## config.mk

```make
export PLATFORM = sky130hd
export DESIGN_NAME = sph_accumulator
export DESIGN_NICKNAME = d
export VERILOG_FILES = /design/src/rtl/sph_accumulator.sv
export SDC_FILE = /design/constraint.sdc
export NUM_CORES = 1
export LEC_CHECK = 0
export ABC_AREA = 1
export BUFFER_PORTS_ARGS = -buffer_cell sky130_fd_sc_hd__buf_2
export CAP_MARGIN = 30
export CORE_ASPECT_RATIO = 0.8
export CORE_UTILIZATION = 40
export CTS_CLUSTER_SIZE = 30
export DETAILED_ROUTE_END_ITERATION = 6
export PLACE_DENSITY = 0.64
export SYNTH_ARGS = -nofsm -noshare
export SYNTH_HDL_FRONTEND = slang
export SYNTH_SLANG_ARGS = --single-unit
```

## constraint.sdc

```tcl
create_clock -name clk_in -period 5.65 [get_ports clk_in]
set_input_delay 0.8475 -clock clk_in [delete_from_list [all_inputs] [get_ports clk_in]]
set_output_delay 0.8475 -clock clk_in [all_outputs]
set_load 0.02 [all_outputs]
```

## src/rtl/sph_accumulator.sv

```systemverilog
// SPH pair-term accumulator: sums per-particle terms, builds pressure and 1/rho tables, emits force sums.
// Optional sticky saturation indicator enabled by defining SPH_ACCUM_SAT_FLAG_EN.
module sph_accumulator #(
  parameter int PARTICLE_COUNT = 4,
  parameter int DATA_WIDTH = 16,
  parameter int FRAC_BITS = 8,
  parameter logic [DATA_WIDTH-1:0] REST_DENSITY = 16'h0200,
  parameter logic [DATA_WIDTH-1:0] K_STIFF = 16'h0100,
  localparam int IW = (PARTICLE_COUNT > 1) ? $clog2(PARTICLE_COUNT) : 1
) (
  input  logic                  clk_in,
  input  logic                  rst_in,
  input  logic                  next_sum,
  input  logic                  is_density_task,
  input  logic [IW-1:0]         main_index,
  input  logic                  term_valid,
  input  logic [DATA_WIDTH-1:0] term_data,
  input  logic [IW-1:0]         req_index,
  output logic [DATA_WIDTH-1:0] density_reciprocal,
  output logic [DATA_WIDTH-1:0] pressure,
  output logic                  done_accumulating,
  output logic [DATA_WIDTH-1:0] force_sum,
`ifdef SPH_ACCUM_SAT_FLAG_EN
  output logic                  force_valid,
  output logic                  sat_flag
`else
  output logic                  force_valid
`endif
);
  localparam int DW  = DATA_WIDTH;
  localparam int AW  = DW + IW;
  localparam int CW  = $clog2(PARTICLE_COUNT + 1);
  localparam int DCW = $clog2(DW + 2);
  localparam logic signed [AW-1:0]   ACC_MAX = {{(AW-DW+1){1'b0}}, {(DW-1){1'b1}}};
  localparam logic signed [AW-1:0]   ACC_MIN = {{(AW-DW+1){1'b1}}, {(DW-1){1'b0}}};
  localparam logic signed [2*DW-1:0] P_MAX   = {{(DW+1){1'b0}}, {(DW-1){1'b1}}};
  localparam logic signed [2*DW-1:0] P_MIN   = {{(DW+1){1'b1}}, {(DW-1){1'b0}}};
  localparam logic [DW:0]            NUM_INIT = (DW+1)'(1) << (2*FRAC_BITS);
  localparam logic [DW-1:0]          W_MAX = {1'b0, {(DW-1){1'b1}}};
  localparam logic [DW-1:0]          W_MIN = {1'b1, {(DW-1){1'b0}}};

  typedef enum logic [1:0] {IDLE, ACCUM, DIVIDE, DONE} state_t;

  state_t                state_q, state_d;
  logic signed [AW-1:0]  acc_q, acc_d;
  logic [CW-1:0]         cnt_q, cnt_d;
  logic                  density_q, density_d;
  logic [IW-1:0]         index_q, index_d;
  logic                  force_pend_q, force_pend_d;
  logic [DCW-1:0]        div_cnt_q, div_cnt_d;
  logic [DW-1:0]         rho_q, rho_d;
  logic [DW-1:0]         rem_q, rem_d;
  logic [DW:0]           num_q, num_d;
  logic [DW:0]           quot_q, quot_d;
  logic [DW-1:0]         p_tab_q [PARTICLE_COUNT];
  logic [DW-1:0]         p_tab_d [PARTICLE_COUNT];
  logic [DW-1:0]         r_tab_q [PARTICLE_COUNT];
  logic [DW-1:0]         r_tab_d [PARTICLE_COUNT];
  logic [DW-1:0]         recip_q, recip_d, press_q, press_d, force_q, force_d;
  logic                  done_q, done_d, fvalid_q, fvalid_d;

  logic [DW-1:0]         sat_acc, rho_now, p_val, r_val;
  logic [DW:0]           rem_shift;
  logic signed [2*DW-1:0] diff_w, prod_w, shr_w;
  logic                  rho_load, tab_write;

  always_comb begin
    if (acc_q > ACC_MAX)      sat_acc = W_MAX;
    else if (acc_q < ACC_MIN) sat_acc = W_MIN;
    else                      sat_acc = acc_q[DW-1:0];
  end

  // Pressure uses a full double-width product so the shift sees every bit before saturation.
  always_comb begin
    diff_w = $signed({{DW{rho_q[DW-1]}}, rho_q}) - $signed({{DW{REST_DENSITY[DW-1]}}, REST_DENSITY});
    prod_w = diff_w * $signed({{DW{K_STIFF[DW-1]}}, K_STIFF});
    shr_w  = prod_w >>> FRAC_BITS;
    if (shr_w > P_MAX)      p_val = W_MAX;
    else if (shr_w < P_MIN) p_val = W_MIN;
    else                    p_val = shr_w[DW-1:0];
    if (rho_q[DW-1] || rho_q == '0 || quot_q[DW:DW-1] != 2'b00) r_val = W_MAX;
    else                                                       r_val = quot_q[DW-1:0];
  end

  assign rho_now   = (div_cnt_q == '0) ? sat_acc : rho_q;
  assign rem_shift = {rem_q, num_q[DW]};
  assign rho_load  = (state_q == DIVIDE) && (div_cnt_q == '0);
  assign tab_write = (state_q == DIVIDE) && (div_cnt_q == DCW'(DW + 1)) && !next_sum;

  always_comb begin
    state_d = state_q; acc_d = acc_q; cnt_d = cnt_q;
    density_d = density_q; index_d = index_q; force_pend_d = force_pend_q;
    div_cnt_d = div_cnt_q; rho_d = rho_q; rem_d = rem_q; num_d = num_q; quot_d = quot_q;
    p_tab_d = p_tab_q; r_tab_d = r_tab_q;
    force_d = force_q; done_d = done_q; fvalid_d = 1'b0;
    recip_d = '0; press_d = '0;
    case (state_q)
      ACCUM: if (term_valid && !next_sum) begin
        acc_d = acc_q + {{IW{term_data[DW-1]}}, term_data};
        cnt_d = cnt_q + 1'b1;
        if (cnt_q == CW'(PARTICLE_COUNT - 1)) begin
          if (density_q) begin
            state_d = DIVIDE; div_cnt_d = '0; rem_d = '0; num_d = NUM_INIT; quot_d = '0;
          end else begin
            state_d = DONE; force_pend_d = 1'b1;
          end
        end
      end
      DIVIDE: begin
        if (rho_load) rho_d = sat_acc;
        // Restoring division, one quotient bit per cycle; non-positive rho skips the work.
        if (div_cnt_q <= DCW'(DW)) begin
          if (!rho_now[DW-1] && rho_now != '0) begin
            if (rem_shift >= {1'b0, rho_now}) begin
              rem_d = rem_shift[DW-1:0] - rho_now; quot_d = {quot_q[DW-1:0], 1'b1};
            end else begin
              rem_d = rem_shift[DW-1:0]; quot_d = {quot_q[DW-1:0], 1'b0};
            end
          end
          num_d = num_q << 1;
          div_cnt_d = div_cnt_q + 1'b1;
        end else if (tab_write) begin
          if (int'(index_q) < PARTICLE_COUNT) begin
            p_tab_d[index_q] = p_val; r_tab_d[index_q] = r_val;
          end
          done_d = 1'b1; state_d = DONE;
        end
      end
      default: ;
    endcase
    if (force_pend_q) begin
      force_d = sat_acc; fvalid_d = 1'b1; done_d = 1'b1; force_pend_d = 1'b0;
    end
    if (next_sum) begin
      state_d = ACCUM; acc_d = '0; cnt_d = '0; done_d = 1'b0;
      density_d = is_density_task; index_d = main_index;
    end
    if (int'(req_index) < PARTICLE_COUNT) begin
      recip_d = r_tab_q[req_index]; press_d = p_tab_q[req_index];
    end
  end

  always_ff @(posedge clk_in or negedge rst_in) begin
    if (!rst_in) begin
      state_q <= IDLE; acc_q <= '0; cnt_q <= '0; density_q <= 1'b0; index_q <= '0;
      force_pend_q <= 1'b0; div_cnt_q <= '0; rho_q <= '0; rem_q <= '0; num_q <= '0; quot_q <= '0;
      for (int i = 0; i < PARTICLE_COUNT; i++) begin
        p_tab_q[i] <= '0; r_tab_q[i] <= '0;
      end
      recip_q <= '0; press_q <= '0; force_q <= '0; done_q <= 1'b0; fvalid_q <= 1'b0;
    end else begin
      state_q <= state_d; acc_q <= acc_d; cnt_q <= cnt_d; density_q <= density_d; index_q <= index_d;
      force_pend_q <= force_pend_d; div_cnt_q <= div_cnt_d; rho_q <= rho_d; rem_q <= rem_d;
      num_q <= num_d; quot_q <= quot_d; p_tab_q <= p_tab_d; r_tab_q <= r_tab_d;
      recip_q <= recip_d; press_q <= press_d; force_q <= force_d; done_q <= done_d; fvalid_q <= fvalid_d;
    end
  end

`ifdef SPH_ACCUM_SAT_FLAG_EN
  logic sat_q, sat_d, acc_hit, p_hit, r_hit;
  assign acc_hit = (acc_q > ACC_MAX) || (acc_q < ACC_MIN);
  assign p_hit   = (shr_w > P_MAX) || (shr_w < P_MIN);
  assign r_hit   = rho_q[DW-1] || (rho_q == '0) || (quot_q[DW:DW-1] != 2'b00);
  assign sat_d   = sat_q | ((rho_load || force_pend_q) && acc_hit) | (tab_write && (p_hit || r_hit));

  always_ff @(posedge clk_in or negedge rst_in) begin
    if (!rst_in) sat_q <= 1'b0;
    else         sat_q <= sat_d;
  end
  assign sat_flag = sat_q;
`endif

  assign density_reciprocal = recip_q;
  assign pressure           = press_q;
  assign done_accumulating  = done_q;
  assign force_sum          = force_q;
  assign force_valid        = fvalid_q;
endmodule
```

## Yosys cells after proc, flatten, opt, wreduce, memory -nomap -nowiden

Cells that the tools add are included.
Widths: inputs -> output; s select.

| storage, ports and cells | value |
|---|---|
| register bits after elaboration | 276 |
| input port bits | 25 |
| output and inout bits | 50 |
| word-level logic and storage cells | 146 |

| cells by class | value |
|---|---|
| add/subtract/negate cells | 5 |
| order comparisons | 9 |
| equal/unequal tests | 14 |
| multiplexer cells | 64 |
| bitwise operators | 3 |
| reduce and logical (&&, ||, !) cells | 27 |

Operator list:

| operator | number |
|---|---|
| $mux 16 | 17 |
| $mux 17 | 9 |
| $bwmux 64 | 2 |
| $pmux 17 s2 | 2 |
| $bmux 16 s2 | 2 |
| $mux 18 | 3 |
| $demux 16 s2 | 1 |
| $pmux 16 s2 | 1 |
| $mux 5 | 4 |
| $add 18x18->18 | 1 |
| $gt 18x16->1 const B | 1 |
| $lt 18x16->1 const B | 1 |
| $ge 17x16->1 | 1 |
| $gt 17x16->1 const B | 1 |
| $lt 17x16->1 const B | 1 |
| $sub 16x11->17 const B | 1 |
| $logic_not 16->1 | 1 |
| $reduce_bool 16->1 | 1 |
| $sub 16x16->16 | 1 |
| $ne 3x3->1 const B | 5 |
| $mux 1 | 13 |
| $mux 2 | 5 |
| $pmux 5 s2 | 1 |
| $reduce_and 5->1 | 2 |
| 24 further kinds | 45 |

## Longest topological paths before layout

| depth | value |
|---|---|
| depth in word-level cells | 9 |
| depth in mapped cells | 24 |
| gate-level depth less buffers | 21 |

## Worst setup path before layout

OpenSTA, ideal clock, no wires.

| path | value |
|---|---|
| path type | reg-to-reg |
| from | register div_cnt_q[0] |
| to | register rem_q[8] |
| setup time | 65 ps |
| arrival time | 2768 ps |
| data required time | 5585 ps |
| path slack | 2817 ps |
| cell stages (with the launch flop) | 22 |
| buffers on the path | 3 |
| clock period less this slack | 2833 ps |
| cell sequence | dfrtp_1 -> inv_1 -> ha_1 -> nand3_2 -> inv_2 -> buf_2 -> nand2_1 -> o21ai_1 -> clkbuf_1 -> ha_1 -> nand2_1 -> inv_1 -> nand2_1 -> nand2_1 -> a21oi_1 -> nand4_1 -> buf_2 -> nand2_1 -> nand2_1 -> nor2_1 -> nand2_1 -> nand2_1 |

| between the ends | value |
|---|---|
| longest elaborated chain between the ends | 7 |
| elaborated cells on any way between the ends | 15 |
| classes of those cells | 1 x add/sub; 2 x order compare; 2 x eq/ne; 5 x mux; 5 x reduce/logical |

RTL lines:

| what | RTL line | source |
|---|---|---|
| start, declared | 50 | `logic [DCW-1:0] div_cnt_q, div_cnt_d;` |
| start signal, assigned | 153 | `force_pend_q <= force_pend_d; div_cnt_q <= div_cnt_d; rho_q <= rho_d; rem_q <= rem_d;` |
| $logic_not 5->1 | 85 | `assign rho_now = (div_cnt_q == '0) ? sat_acc : rho_q;` |
| $mux 16 | 85 |  |
| $sub 16x16->16 / $ge 17x16->1 (equally long branches) | 115, 114 |  |
| $mux 16 | 114 | `if (rem_shift >= {1'b0, rho_now}) begin` |
| $mux 16 | 113 | `if (!rho_now[DW-1] && rho_now != '0) begin` |
| $mux 16 | 112 | `if (div_cnt_q <= DCW'(DW)) begin` |
| $pmux 16 s2 | 97 | `case (state_q)` |
| end signal, assigned | 153 |  |
| end, declared | 52 | `logic [DW-1:0] rem_q, rem_d;` |

Several ways; a longest one is shown, not always the timed one. The select of a mux whose other input is x is not followed.
A chain may end at the register's enable or synchronous reset.

## Worst setup path in the final report

| path | value |
|---|---|
| from | register div_cnt_q[0] |
| to | register rem_q[2] |

Same word-level chain as after synthesis.

==> impl_metrics.sql <==
INSERT INTO impl_metrics (metric_group, metric, value, unit) VALUES
('synth', 'edff_count_synth', '0', ''),
('grt', 'grt_first_pass_wirelength', '58200', 'um'),
('cells_and_area', 'antenna_diode_count', '0', ''),
('synth', 'yosys_register_bits', '260', ''),
('synth', 'synth.largest_area_cell', 'dfrtp_1', ''),
('worst_setup_path', 'worst_stage_delay_on_the_critical_path', '0.60', 'ns'),
('outcome', 'violations', 'design-rule violations', ''),
('route', 'first_pass_iters', '7', ''),
('outcome', 'run_status', 'finished with violations', ''),
('cells_and_area', 'final_area', '14900', 'um2'),
('synth', 'seq_area_frac_synth', '0.487', ''),
('cells_and_area', 'multiInputGateArea', '5990', 'um2'),
('synth', 'syn-num-nets', '1806', ''),
('worst_setup_path', 'worst_path_max_delay_cell', 'nand4_1', ''),
('worst_setup_path', 'critical_path.most_common_cell', 'nand2_1', ''),
('floorplan', 'die_width', '206', 'um'),
('place', 'detailed_place_hpwl', '23300', 'um'),
('synth', 'synthFlopType', 'dfrtp_1', ''),
('worst_setup_path', 'crit_chain', 'inv_1 > ha_1 > nand3_2 > inv_2 > nand2_1 > o21ai_1 > buf_4 > ha_1 > nand2_1 > inv_1 > nand2_1 > nand2_1 > a21oi_1 > nand4_1 > nand2_1 > nand2_1 > nor2_1 > nand2_1 > nand2_1', ''),
('cells_and_area', 'finalCoreUtilization', '0.457', ''),
('cts', 'post-cts-setup-buffer-count', '0', ''),
('route', 'drt-wirelength-per-cell', '15.9', 'um'),
('route', 'drcViolationCount', '14', ''),
('worst_setup_path', 'timing.critical_path.from_type', 'flip-flop', ''),
('floorplan', 'dieHeight', '165', 'um'),
('pwr', 'vdd_drop_max', '0.000288', 'V'),
('floorplan', 'floorplan.die_area', '34100', 'um2'),
('cts', 'clock_latency_of_the_later_clocked_register_in_the_worst_skew_pair', '0.57', 'ns'),
('synth', 'yosysMostFrequentCell', 'nand2_1', ''),
('grt', 'grt_pass1_vias', '10900', ''),
('sta', 'totalNegativeSetupSlack', '0', 'ns'),
('worst_setup_path', 'worstRegToRegCells', '19', ''),
('floorplan', 'design.core.area', '32700', 'um2'),
('cts', 'clkSlewWorstSetupHoldPaths', '0.07', 'ns'),
('synth', 'yosys.cell_types.count', '37', ''),
('grt', 'grtUsageMet2', '0.325', ''),
('floorplan', 'design.portCount', '75', ''),
('worst_setup_path', 'setup.worst_path.class', 'flip-flop to flip-flop', ''),
('synth', 'synthCells', '1739', ''),
('place', 'dpl_cell_area', '14000', 'um2'),
('sta', 'unrepaired_setup_endpoints_after_global_routing', 'no', ''),
('grt', 'top_usage_layer', 'met2', ''),
('cts', 'cts_made_buffers', '28', ''),
('grt', 'grt_use_met1', '0.325', ''),
('synth', 'synth.top_cells.by_area', 'dfrtp_1 (49%), nand2_1 (17%), o21ai_0 (6.9%)', ''),
('synth', 'post_synth.cell_area_avg', '7.68', 'um2'),
('grt', 'grt_antenna_before_repair', '0', ''),
('worst_setup_path', 'r2r-start', 'div_cnt_q[0]$_DFFE_PN0P_', ''),
('sta', 'final_min_period_over_clock_period', '0.655', ''),
('grt', 'gr-usage-met3', '0.0302', ''),
('run', 'max_cap_check_violation_count', '0', ''),
('sta', 'max-slew-margin-rel', '0.340', ''),
('worst_setup_path', 'worst_setup_path_endpoint', 'rem_q[2]$_DFFE_PN0P_', ''),
('pwr', 'cellPowerDensity', '494', 'nW/um2'),
('floorplan', 'fp_rows', '59', ''),
('grt', 'grt_max_degree', '114', ''),
('synth', 'synthTopCellsByCount', 'nand2_1 (605), dfrtp_1 (260), o21ai_0 (183), nor2_1 (170), inv_1 (119)', ''),
('sta', 'number_of_failing_hold_endpoints_at_the_final_stage', '0', ''),
('sta', 'fin_worst_skew', '0.0250', 'ns'),
('synth', 'synth.top_cell.area_share', '0.487', ''),
('synth', 'synthArstFlopShare', '1.00', ''),
('sta', 'slew_of_the_pin_with_the_lowest_slew_margin', '0.989', 'ns'),
('cts', 'cts_sinks', '260', ''),
('worst_setup_path', 'endpoint_kind', 'flip-flop', ''),
('sta', 'slew_viol_final', '0', ''),
('worst_setup_path', 'reg2reg_slack', '1.95', 'ns'),
('synth', 'ys_warn_count', '0', ''),
('route', 'initialDrtViolationCount', '1087', ''),
('cts', 'ctsHoldBuffers', '0', ''),
('sta', 'achievable-frequency', '0.270', 'GHz'),
('route', 'antenna_violating_nets_post_route', '0', '');
==> worst max-delay path, delay by kind of cell, from the launching register on <==
family,cells,cell delay (ns)
fa+ha+maj,2,0.52
compound gates,2,0.20
buf+inv,4,0.76
simple gates,11,1.72
flops,1,0.41
==> registers in the layout (all words and copies together) (netlist names), 16 cells and up <==
register	count
quot_q	17
p_tab_q	64
acc_q	18
density_reciprocal	16
force_sum	16
rho_q	16
rem_q	16
pressure	16
r_tab_q	64
==> cell usage in the layout, fill, tap and decap left out, types with 3 or more instances in the layout <==
cell type,count
ha_1,40
dfrtp_1,260
xor2_1,5
nand4_1,31
o22ai_1,33
clkbuf_8,3
o21ai_0,183
clkbuf_1,7
nand3b_1,13
buf_2,73
clkbuf_16,28
clkinv_2,8
o21ai_1,4
nand3_1,75
nor2_1,169
nor3_1,17
a22o_1,3
nor2_2,3
xnor2_1,8
inv_1,119
buf_4,14
a31oi_1,18
bufinv_16,3
nand2_1,605
a21oi_1,49
==> cells by family (layout without fill, tap and decap cells) <==
kind of cell | count (synthesis) | in the layout | share of synthesized area
buffers and inverters | 204 | 263 | 0.0639
adder cells (fa/ha/maj) | 42 | 42 | 0.0405
AND/OR/NAND/NOR | 922 | 922 | 0.280
XOR/XNOR | 13 | 13 | 0.00853
AO/OA/AOI/OAI | 298 | 298 | 0.119
flip-flops | 260 | 260 | 0.487
==> how the worst min path moves through the flow <==
stage	startpoint	endpoint	slack, ns	cells past startpoint
detailed placement	density_q$_DFFE_PN0P_	force_pend_q$_DFF_PN0_	0.44	1
floorplan	density_q$_DFFE_PN0P_	force_pend_q$_DFF_PN0_	0.41	1
global route	rst_in	p_tab_q[12]$_DFFE_PN0P_	0.42	1
CTS	rst_in	pressure[9]$_DFF_PN0_	0.39	1
finish	rst_in	p_tab_q[12]$_DFFE_PN0P_	0.34	1
global placement	density_q$_DFFE_PN0P_	force_pend_q$_DFF_PN0_	0.43	1
==> layout make-up <==
cell class,count,share of cell area
Sequential cell,260,0.435
Multi-Input combinational cell,1275,0.401
Clock buffer,38,0.0514
Tap cell,427,0.0357
Timing Repair Buffer,90,0.0346
Inverter,122,0.0306
Clock inverter,13,0.0113
==> routing by layer <==
metal / vias to the layer above / share of wire
li1: 5727 / -
met4: 0 / 0.018
met2: 303 / 0.42
met1: 5493 / 0.50
met5: - / 0
met3: 57 / 0.056
==> where the power goes <==
group / internal [mW] / switching (mW) / total [mW]
sequential: 2.07 / 0.197 / 2.26
clock: 1.09 / 0.782 / 1.88
combinational: 0.940 / 2.30 / 3.24
==> per-stage QoR <==
step                hold slack [ns]  power (mW)  worst slack [ns]  std cells
floorplan                     0.409        4.62              2.82       1739
global placement              0.425        5.47              2.13       2173
detailed placement            0.436        5.49              1.98       2174
CTS                           0.388        7.38              1.94       2225
global route                  0.425        7.94              1.49       2225
finish                        0.336        7.38              1.95       2225
(Power assumes the default switching activity.)
